===== config.mk =====
export PLATFORM = sky130hd
export DESIGN_NAME = fetch_unit_flat
export DESIGN_NICKNAME = d
export VERILOG_FILES = /design/src/rtl/fetch_unit_pkg.sv /design/src/rtl/fetch_unit_if.sv /design/src/rtl/fetch_unit_buffer.sv /design/src/rtl/fetch_unit.sv /design/src/flat_wrapper.sv
export SDC_FILE = /design/constraint.sdc
export NUM_CORES = 1
export LEC_CHECK = 0
export ABC_AREA = 1
export CAP_MARGIN = 20
export CELL_PAD_IN_SITES_DETAIL_PLACEMENT = 0
export CELL_PAD_IN_SITES_GLOBAL_PLACEMENT = 1
export CORE_AREA = 2 2 221 223
export CTS_BUF_LIST = sky130_fd_sc_hd__clkbuf_4 sky130_fd_sc_hd__clkbuf_8 sky130_fd_sc_hd__clkbuf_16
export DETAILED_ROUTE_END_ITERATION = 16
export DIE_AREA = 0 0 223 225
export PLACE_DENSITY = 0.7
export SYNTH_ARGS = -nofsm -noshare
export SYNTH_HDL_FRONTEND = slang
export SYNTH_SLANG_ARGS = --single-unit

===== constraint.sdc =====
create_clock -name clk_i -period 2.65 [get_ports clk_i]
set_clock_uncertainty 0.05 [all_clocks]
set_input_delay 0.53 -clock clk_i [delete_from_list [all_inputs] [get_ports clk_i]]
set_output_delay 0.53 -clock clk_i [all_outputs]
set_load 0.01 [all_outputs]

===== src/rtl/fetch_unit_pkg.sv =====
// Purpose: shared types for the fetch slice: the 32-bit word, the fetch FSM
//          states and the {pc, instr} entry held by the instruction buffer.
package fetch_unit_pkg;

    typedef logic [31:0] word32_t;

    typedef enum logic [1:0] {
        IDLE = 2'd0,  // no request outstanding
        WAIT = 2'd1,  // one live response expected
        DROP = 2'd2   // one stale response expected, discarded on arrival
    } fetch_state_t;

    typedef struct packed {
        word32_t pc;
        word32_t instr;
    } fetch_entry_t;

    localparam word32_t INSTR_BYTES = 32'd4;

endpackage


===== src/rtl/fetch_unit_if.sv =====
// Purpose: instruction-memory request/response bundle.
// Ports:   imem_req_o/imem_addr_o driven by the fetch unit (master),
//          imem_valid_i/imem_data_i driven by the memory (slave).
interface fetch_unit_if;
    import fetch_unit_pkg::*;

    logic    imem_req_o;
    word32_t imem_addr_o;
    logic    imem_valid_i;
    word32_t imem_data_i;

    modport master (
        output imem_req_o,
        output imem_addr_o,
        input  imem_valid_i,
        input  imem_data_i
    );

    modport slave (
        input  imem_req_o,
        input  imem_addr_o,
        output imem_valid_i,
        output imem_data_i
    );

endinterface


===== src/rtl/fetch_unit_buffer.sv =====
// Purpose: circular instruction buffer of 2**BUF_POW2 {pc, instr} entries with
//          synchronous flush; head entry presented combinationally.
// Ports:   clk_i, reset_i (async active-low), flush_i, wr_en_i/wr_entry_i,
//          rd_en_i (ignored when empty), head_o, count_o, empty_o.
module fetch_buffer
    import fetch_unit_pkg::*;
#(
    parameter int unsigned BUF_POW2 = 2
) (
    input  logic                clk_i,
    input  logic                reset_i,
    input  logic                flush_i,
    input  logic                wr_en_i,
    input  fetch_entry_t        wr_entry_i,
    input  logic                rd_en_i,
    output fetch_entry_t        head_o,
    output logic [BUF_POW2:0]   count_o,
    output logic                empty_o
);

    localparam int unsigned DEPTH = 1 << BUF_POW2;
    localparam int unsigned PW    = BUF_POW2;
    localparam int unsigned CW    = BUF_POW2 + 1;

    fetch_entry_t   mem_q [DEPTH];
    logic [PW-1:0]  head_q;
    logic [PW-1:0]  tail_q;
    logic [CW-1:0]  count_q;
    logic           rd_fire;

    assign rd_fire = rd_en_i && (count_q != '0);

    // Storage and pointers; pointers wrap naturally at PW bits.
    always_ff @(posedge clk_i or negedge reset_i) begin
        if (!reset_i) begin
            head_q  <= '0;
            tail_q  <= '0;
            count_q <= '0;
            for (int unsigned i = 0; i < DEPTH; i++) begin
                mem_q[i] <= '0;
            end
        end else if (flush_i) begin
            head_q  <= '0;
            tail_q  <= '0;
            count_q <= '0;
        end else begin
            if (wr_en_i) begin
                mem_q[tail_q] <= wr_entry_i;
                tail_q        <= tail_q + PW'(1);
            end
            if (rd_fire) begin
                head_q <= head_q + PW'(1);
            end
            case ({wr_en_i, rd_fire})
                2'b10:   count_q <= count_q + CW'(1);
                2'b01:   count_q <= count_q - CW'(1);
                default: count_q <= count_q;
            endcase
        end
    end

    assign head_o  = mem_q[head_q];
    assign count_o = count_q;
    assign empty_o = (count_q == '0);

endmodule


===== src/rtl/fetch_unit.sv =====
// Purpose: instruction fetch front end: PC register, single-outstanding
//          imem request FSM with redirect/flush, feeding a small buffer.
// Ports:   clk_i, reset_i (async active-low); imem_bus (master side of
//          fetch_unit_if); redirect_i/redirect_pc_i; iq_read_i pops head;
//          iq_data_o/iq_pc_o head entry; iq_empty_o.
module fetch_unit
    import fetch_unit_pkg::*;
#(
    parameter word32_t     RESET_PC = 32'h0000_0000,
    parameter int unsigned BUF_POW2 = 2
) (
    input  logic         clk_i,
    input  logic         reset_i,
    fetch_unit_if.master imem_bus,
    input  logic         redirect_i,
    input  word32_t      redirect_pc_i,
    input  logic         iq_read_i,
    output word32_t      iq_data_o,
    output word32_t      iq_pc_o,
    output logic         iq_empty_o
);

    localparam int unsigned DEPTH = 1 << BUF_POW2;
    localparam int unsigned CW    = BUF_POW2 + 1;
    localparam int unsigned NW    = CW + 1;

    fetch_state_t   state_q, state_d;
    word32_t        pc_q, pc_d;
    logic           req_c;
    word32_t        addr_c;
    logic           wr_en_c;
    fetch_entry_t   wr_entry;
    fetch_entry_t   head;
    logic [CW-1:0]  buf_count;
    logic           buf_empty;
    logic [NW-1:0]  post_cnt;
    logic           has_room;
    logic           post_room;

    // Occupancy after this cycle's write and any same-cycle pop.
    assign post_cnt  = NW'(buf_count) + NW'(1) - NW'(iq_read_i && !buf_empty);
    assign has_room  = buf_count < CW'(DEPTH);
    assign post_room = post_cnt < NW'(DEPTH);

    // State and PC registers.
    always_ff @(posedge clk_i or negedge reset_i) begin
        if (!reset_i) begin
            state_q <= IDLE;
            pc_q    <= RESET_PC;
        end else begin
            state_q <= state_d;
            pc_q    <= pc_d;
        end
    end

    // Next state, PC and request; redirect dominates every other event.
    always_comb begin
        state_d = state_q;
        pc_d    = pc_q;
        req_c   = 1'b0;
        addr_c  = pc_q;
        wr_en_c = 1'b0;
        case (state_q)
            IDLE: begin
                if (redirect_i) begin
                    pc_d = redirect_pc_i;
                end else if (has_room) begin
                    req_c   = 1'b1;
                    state_d = WAIT;
                end
            end
            WAIT: begin
                if (redirect_i) begin
                    pc_d    = redirect_pc_i;
                    state_d = imem_bus.imem_valid_i ? IDLE : DROP;
                end else if (imem_bus.imem_valid_i) begin
                    wr_en_c = 1'b1;
                    pc_d    = pc_q + INSTR_BYTES;
                    if (post_room) begin
                        req_c  = 1'b1;
                        addr_c = pc_q + INSTR_BYTES;
                    end else begin
                        state_d = IDLE;
                    end
                end
            end
            DROP: begin
                if (redirect_i) begin
                    pc_d = redirect_pc_i;
                end
                if (imem_bus.imem_valid_i) begin
                    state_d = IDLE;
                end
            end
            default: state_d = IDLE;
        endcase
    end

    assign wr_entry = '{pc: pc_q, instr: imem_bus.imem_data_i};

    fetch_buffer #(
        .BUF_POW2 (BUF_POW2)
    ) u_buf (
        .clk_i      (clk_i),
        .reset_i    (reset_i),
        .flush_i    (redirect_i),
        .wr_en_i    (wr_en_c),
        .wr_entry_i (wr_entry),
        .rd_en_i    (iq_read_i),
        .head_o     (head),
        .count_o    (buf_count),
        .empty_o    (buf_empty)
    );

    // The request is combinational in the IDLE state, so hold it low in reset.
    assign imem_bus.imem_req_o  = req_c && reset_i;
    assign imem_bus.imem_addr_o = addr_c;

    assign iq_data_o  = head.instr;
    assign iq_pc_o    = head.pc;
    assign iq_empty_o = buf_empty;

endmodule


===== src/flat_wrapper.sv =====
// flat-port wrapper written by rule: the top's interface ports become plain ports
module fetch_unit_flat import fetch_unit_pkg::*;
#(
    parameter word32_t     RESET_PC = 32'h0000_0000,
    parameter int unsigned BUF_POW2 = 2
)
  (clk_i, reset_i, redirect_i, redirect_pc_i, iq_read_i, iq_data_o, iq_pc_o, iq_empty_o, imem_bus_imem_req_o, imem_bus_imem_addr_o, imem_bus_imem_valid_i, imem_bus_imem_data_i);
  fetch_unit_if imem_bus_i ();
  input  logic clk_i;
  input  logic reset_i;
  input  logic redirect_i;
  input  word32_t redirect_pc_i;
  input  logic iq_read_i;
  output word32_t iq_data_o;
  output word32_t iq_pc_o;
  output logic iq_empty_o;
  output wire logic [$bits(imem_bus_i.imem_req_o)-1:0] imem_bus_imem_req_o;
  output wire logic [$bits(imem_bus_i.imem_addr_o)-1:0] imem_bus_imem_addr_o;
  input wire logic [$bits(imem_bus_i.imem_valid_i)-1:0] imem_bus_imem_valid_i;
  input wire logic [$bits(imem_bus_i.imem_data_i)-1:0] imem_bus_imem_data_i;
  assign imem_bus_imem_req_o = imem_bus_i.imem_req_o;
  assign imem_bus_imem_addr_o = imem_bus_i.imem_addr_o;
  assign imem_bus_i.imem_valid_i = imem_bus_imem_valid_i;
  assign imem_bus_i.imem_data_i = imem_bus_imem_data_i;
  fetch_unit #(.RESET_PC(RESET_PC), .BUF_POW2(BUF_POW2)) u_core (.clk_i(clk_i), .reset_i(reset_i), .imem_bus(imem_bus_i), .redirect_i(redirect_i), .redirect_pc_i(redirect_pc_i), .iq_read_i(iq_read_i), .iq_data_o(iq_data_o), .iq_pc_o(iq_pc_o), .iq_empty_o(iq_empty_o));
endmodule

[After elaboration in Yosys (flattened, before gate mapping)]
Cells that the tools add are included.
Storage, ports and cells
  register bits: 297
  input port bits: 69
  logic and storage cells: 91
Cells by class
  add/sub/neg operators: 7
  magnitude comparators: 5
  eq/ne operators: 10
  multiplexer cells: 37
  bitwise operators: 3
  reductions and logical operators: 16
Operators by type and width (number)
  bitwise mux 256 bit: 1
  2-to-1 mux 32 bit: 7
  2-to-1 mux 64 bit: 3
  binary-select mux 64 bit (select 2 bit): 1
  demux 64 bit (select 2 bit): 1
  one-hot mux 32 bit (2 select lines): 1
  adder 32 x 3 -> 32 bit, second input constant: 1
  2-to-1 mux 2 bit: 11
  2-to-1 mux 1 bit: 8
  greater-or-equal comparator 3 bit, second input constant: 2
  != test 3 bit, second input constant: 2
  NOT 2 -> 3 bit: 2
  one-hot mux 2 bit (3 select lines): 1
  one-hot mux 3 bit (2 select lines): 1
  nonzero test 2 bit: 3
  nonzero test 3 bit: 2
  AND reduction 5 bit: 1
  adder 2 x 1 -> 2 bit, second input constant: 2
  adder 3 x 1 -> 4 bit, second input constant: 1
  equality test 2 x 1 -> 1 bit, second input constant: 2
  equality test 2 bit, second input constant: 2
  logical AND 1 bit: 4
  < comparator 4 x 3 -> 1 bit, second input constant: 1
  != test 2 x 1 -> 1 bit, second input constant: 2
  15 further kinds: 16

[Depth between registers and ports, before layout]
  depth after elaboration: 10
  depth in mapped cells: 10
  mapped depth without buffers: 10

[Hierarchy]
From an unflattened synthesis, not the netlist that was laid out.
Second synthesis, totals
  cells, all modules: 1832
  area, all modules: 15084.5 µm²
Modules (own cells, without submodules)
  fetch_buffer: times used 1, cells an instance 1313, area an instance 12002.8 µm², seq. area each 6581.3 µm²
  fetch_unit: times used 1, cells an instance 519, area an instance 3081.7 µm², seq. area each 850.8 µm²

[Worst setup path before layout]
OpenSTA, ideal clock, no wires.
  path type: reg2out
  start: register u_core.pc_q[2]
  end: output imem_bus_imem_addr_o[20]
  arrival: 1.530 ns
  slack: 0.540 ns
  stages on the path, launching flop included: 8
  path buffers: 0
  path through: dfrtp_1 -> ha_1 -> nand3_1 -> nor2_4 -> nand2_1 -> nor2_1 -> nand2_1 -> a31oi_1
On the way
  longest elaborated chain between the ends: 5
Ends and longest elaborated chain
  start, declared: line fetch_unit.sv:28  | word32_t pc_q, pc_d;
  start signal, assigned: line fetch_unit.sv:52  | pc_q <= pc_d;
  adder 32 x 3 -> 32 bit: line fetch_unit.sv:81  | addr_c = pc_q + INSTR_BYTES;
  2-to-1 mux 32 bit: line fetch_unit.sv:79  | if (post_room) begin
  2-to-1 mux 32 bit: line fetch_unit.sv:76  | end else if (imem_bus.imem_valid_i) begin
  2-to-1 mux 32 bit: line fetch_unit.sv:73  | if (redirect_i) begin
  2-to-1 mux 32 bit: line fetch_unit.sv:63  | case (state_q)
  end, declared: line flat_wrapper.sv:18  | output wire logic [$bits(imem_bus_i.imem_addr_o)-1:0] imem_bus_imem_addr_o;
No other way between the ends.

[Worst setup path in the final report]
  start: register u_core.state_q[1]
  end: output imem_bus_imem_addr_o[8]
On the way
  longest elaborated chain between the ends: 2
Ends and longest elaborated chain
  start, declared: line fetch_unit.sv:27  | fetch_state_t state_q, state_d;
  start signal, assigned: line fetch_unit.sv:51  | state_q <= state_d;
  equality test 2 x 1 -> 1 bit: line fetch_unit.sv:63
  2-to-1 mux 32 bit: line fetch_unit.sv:63
No other way between the ends.

==> run_results.csv <==
group,metric,value,unit
layout,nets,2105,
yosys,syn-cell-area,14170,sq um
run_status,status,"complete, but fails checks",
critical_path,cp-end-kind,"primary output",
timing,max_slew_margin,43.48,%
critical_path,start_kind,"flop",
timing,worst_slack,-0.09598,ns
layout,syn2layout_area_growth,38.45,%
critical_path,cp_cell_sequence,"nor2_4, nand2_2, nor2_4, buf_12, buf_12, buf_8, buf_12, nand2_4, xor2_1, buf_2",
critical_path,rrSetupSlack,0.53,ns
flow_run,cap_violations,0,
critical_path,worstPathRequired,2.07,ns
detailed_routing,avgRoutedWirePerCell,18.15,um
timing,setup_viol,25,
critical_path,critPathMaxFanout,6,
detailed_routing,drtIter0Drc,953,
min_path,hold_path.class,"input pin to flop",
power,power,21.17,mW
yosys,avgSynthCellArea,7.914,sq um
timing,fmax,0.3642,GHz
die,coreArea,47550,sq um
layout,n_fill_cell,4805,
grt,grt_start_max_net_pins,144,
critical_path,arrival,2.17,ns
min_path,holdPathEnd,"u_core.state_q[1]",
yosys,seq_area_frac_synth,52.46,%
detailed_routing,vias,13310,
clocking,cts-root-buf,"clkbuf_16",
yosys,synth-edff-count,0,
die,dieArea,50180,sq um
timing,worst_slew_pin_slew,0.8479,ns
detailed_routing,vias_per_cell,4.982,
yosys,syn_nets,1865,
layout,drive_above_1_share,22.41,%
placement,post-dp-hpwl,28.52,mm
placement,routabilityCongestion,0.8622,
yosys,ys_ff_latch,297,
layout,antennaDiodeCount,0,
critical_path,worst_path_max_delay_cell,"dfrtp_1",
critical_path,r2r-start,"u_core.state_q[1]",
die,die_w,223,um
timing,drv_slew,0,
power,vdd_drop_max,419.0,uV
die,io_pins,167,
timing,rsz0062_at_grt,"yes",
detailed_routing,drc,0,
critical_path,crit_type,"flop to primary output",
critical_path,slowest_delay,0.40,ns
yosys,synthArstFlopShare,100.0,%
clocking,clock_tree.htree_level_count,2,
detailed_routing,antenna_left,0,
timing,finalCritPeriodShare,103.6,%
yosys,syn_inst,1790,
critical_path,path_delay_family,"buffers and inverters",
detailed_routing,first_pass_iters,5,
timing,period_needed,2.746,ns
critical_path,r2r_cells,12,
run_status,violations,"negative setup slack",
die,rows,80,
grt,grt_overflow,0,
detailed_routing,wl,48.49,mm
min_path,hold_depth,3,
clocking,clock_sinks,297,
grt,grt_pass1_vias,12880,
clocking,tritoncts,"yes",
grt,antenna_found_initial,1,
grt,track_usage,19.04,%
critical_path,path_buf_inv,5,
yosys,ys.flop_type,"dfrtp_1",
critical_path,cp_common_cell,"buf_12",
critical_path,reg2reg_to,"u_core.u_buf.count_o[2]",
placement,place_area,16950,sq um
clocking,clock_path_buffers,3,
die,start_util,29.79,%
grt,grt_pass1_wl,74.59,mm
min_path,min_from,"imem_bus_imem_valid_i",
layout,design_area,19610,sq um
clocking,cts_buffers,37,
power,p_leak,9.245,nW
power,powerDensity,1079,nW/um^2
yosys,ys_warn_count,0,
clocking,clkTransAtPathRegs,0.06,ns
placement,portBuffers,166,
layout,ff_latch_area,7447,sq um
die,die_h,225,um
yosys,ys_types,30,
clocking,clock_latency,0.55,ns
timing,hold_violations,0,
layout,multi_input_area,6501,sq um
## worst register-to-register path: stages (launching register included)
cell     delay (ns)
dfrtp_1        0.40
nor2_4         0.13
nand2_2        0.08
buf_4          0.13
buf_4          0.12
buf_4          0.14
inv_4          0.04
nor2_1         0.06
fa_1           0.39
xor2_1         0.18
xor2_1         0.16
nand2_1        0.07
nand2_1        0.05
## per-layer routing
metal  up-vias  wire length [um]  track usage, %
met5         -                13               0
met4         2               956           5.434
met3        57              2888           3.481
met2       427             22680           30.67
met1      6440             21950           26.21
li1       6385                 -               -
## power breakdown
group	switching (mW)	total (mW)	leakage, nW	internal [mW]
sequential	0.918	6.93	3.91	6.01
clock	1.97	5.45	0.667	3.48
combinational	5.08	8.79	4.66	3.72
total	7.97	21.2	9.24	13.2
## cells in the final DEF, fill, tap and decap left out, drive strengths merged, types with 3 or more instances in the layout
master and n:
ha 5, a31oi 8, o21ai 432, dlygate4sd2 9, xor2 14, nand3 45, o22ai 70, clkdlybuf4s15 10
inv 94, nand2 449, clkinv 7, clkbuf 65, dfrtp 297, a21oi 7, nand4 3, clkdlybuf4s50 67
buf 215, bufinv 6, nor2 243
## what timing repair did
item,in CTS,in global routing
buffers inserted,38,19
endpoints found under the hold margin,29,0
gates cloned,12,5
gates resized for setup,491,152
hold buffers,1,0
pin swaps,57,62
setup endpoints to repair,95,69
## state kept, by name, summed over array words and instances (netlist names)
name and flops:
u_core.u_buf.head_q 2, u_core.u_buf.mem_q 256, u_core.u_buf.tail_q 2, u_core.pc_q 32
u_core.u_buf.count_o 3, u_core.state_q 2
## cell type report
type | count | area share [%]
clock inverters | 14 | 1.142
repair buffers | 317 | 16.32
clock buffers | 52 | 5.601
inverters | 94 | 1.895
multi-input cells | 1283 | 33.15
flip-flops and latches | 297 | 37.97
well taps | 615 | 3.923
## cell usage after synthesis, types with 2 or more instances
library cell / instances / area (sq um)
nand2_1: 447 / 1678
o21ai_0: 370 / 1852
dfrtp_1: 297 / 7432
nor2_1: 236 / 885.9
inv_1: 89 / 334.1
o22ai_1: 70 / 437.9
buf_2: 64 / 320.3
o21ai_1: 61 / 305.3
nand3_1: 45 / 225.2
clkbuf_1: 42 / 157.7
xor2_1: 14 / 122.6
buf_4: 10 / 75.07
a31oi_1: 8 / 50.05
a21oi_1: 6 / 30.03
ha_1: 5 / 62.56
inv_2: 4 / 15.01
nor2_4: 4 / 45.04
nand4_1: 3 / 18.77
nor2_2: 3 / 18.77
nand2_2: 2 / 12.51
## how the worst max path moves through the flow
stage,start,to,cells past startpoint
final,u_core.state_q[1],imem_bus_imem_addr_o[8],10
after global placement,imem_bus_imem_valid_i,imem_bus_imem_req_o,8
after CTS,u_core.pc_q[3],imem_bus_imem_addr_o[20],9
after global routing,u_core.pc_q[2],imem_bus_imem_addr_o[29],10
after detailed placement,imem_bus_imem_valid_i,imem_bus_imem_req_o,8
after floorplan,u_core.pc_q[2],imem_bus_imem_addr_o[20],7
## stage by stage
stage               hold slack, ns  setup TNS [ns]  utilization [%]  setup WS, ns  cells
floorplan                   0.1844               0                -        0.5400   1790
global placement            0.4104          -17.75            35.64       -0.6750   2539
detailed placement          0.4180          -17.35            35.64       -0.6517   2539
CTS                         0.3695          -1.552            40.22       -0.1037   2654
global route                0.4075          -4.160            41.25       -0.2228   2672
finish                      0.4061         -0.9972            41.25      -0.09598   2672
## cells by family after synthesis
family / synth area share [%]
AND/OR/NAND/NOR: 20.45
AO/OA/AOI/OAI: 19.23
buffers and inverters: 6.412
XOR/XNOR: 0.8656
adder cells (fa/ha/maj): 0.5829
flip-flops: 52.46
No activity file was read; power rests on OpenSTA's default activity.
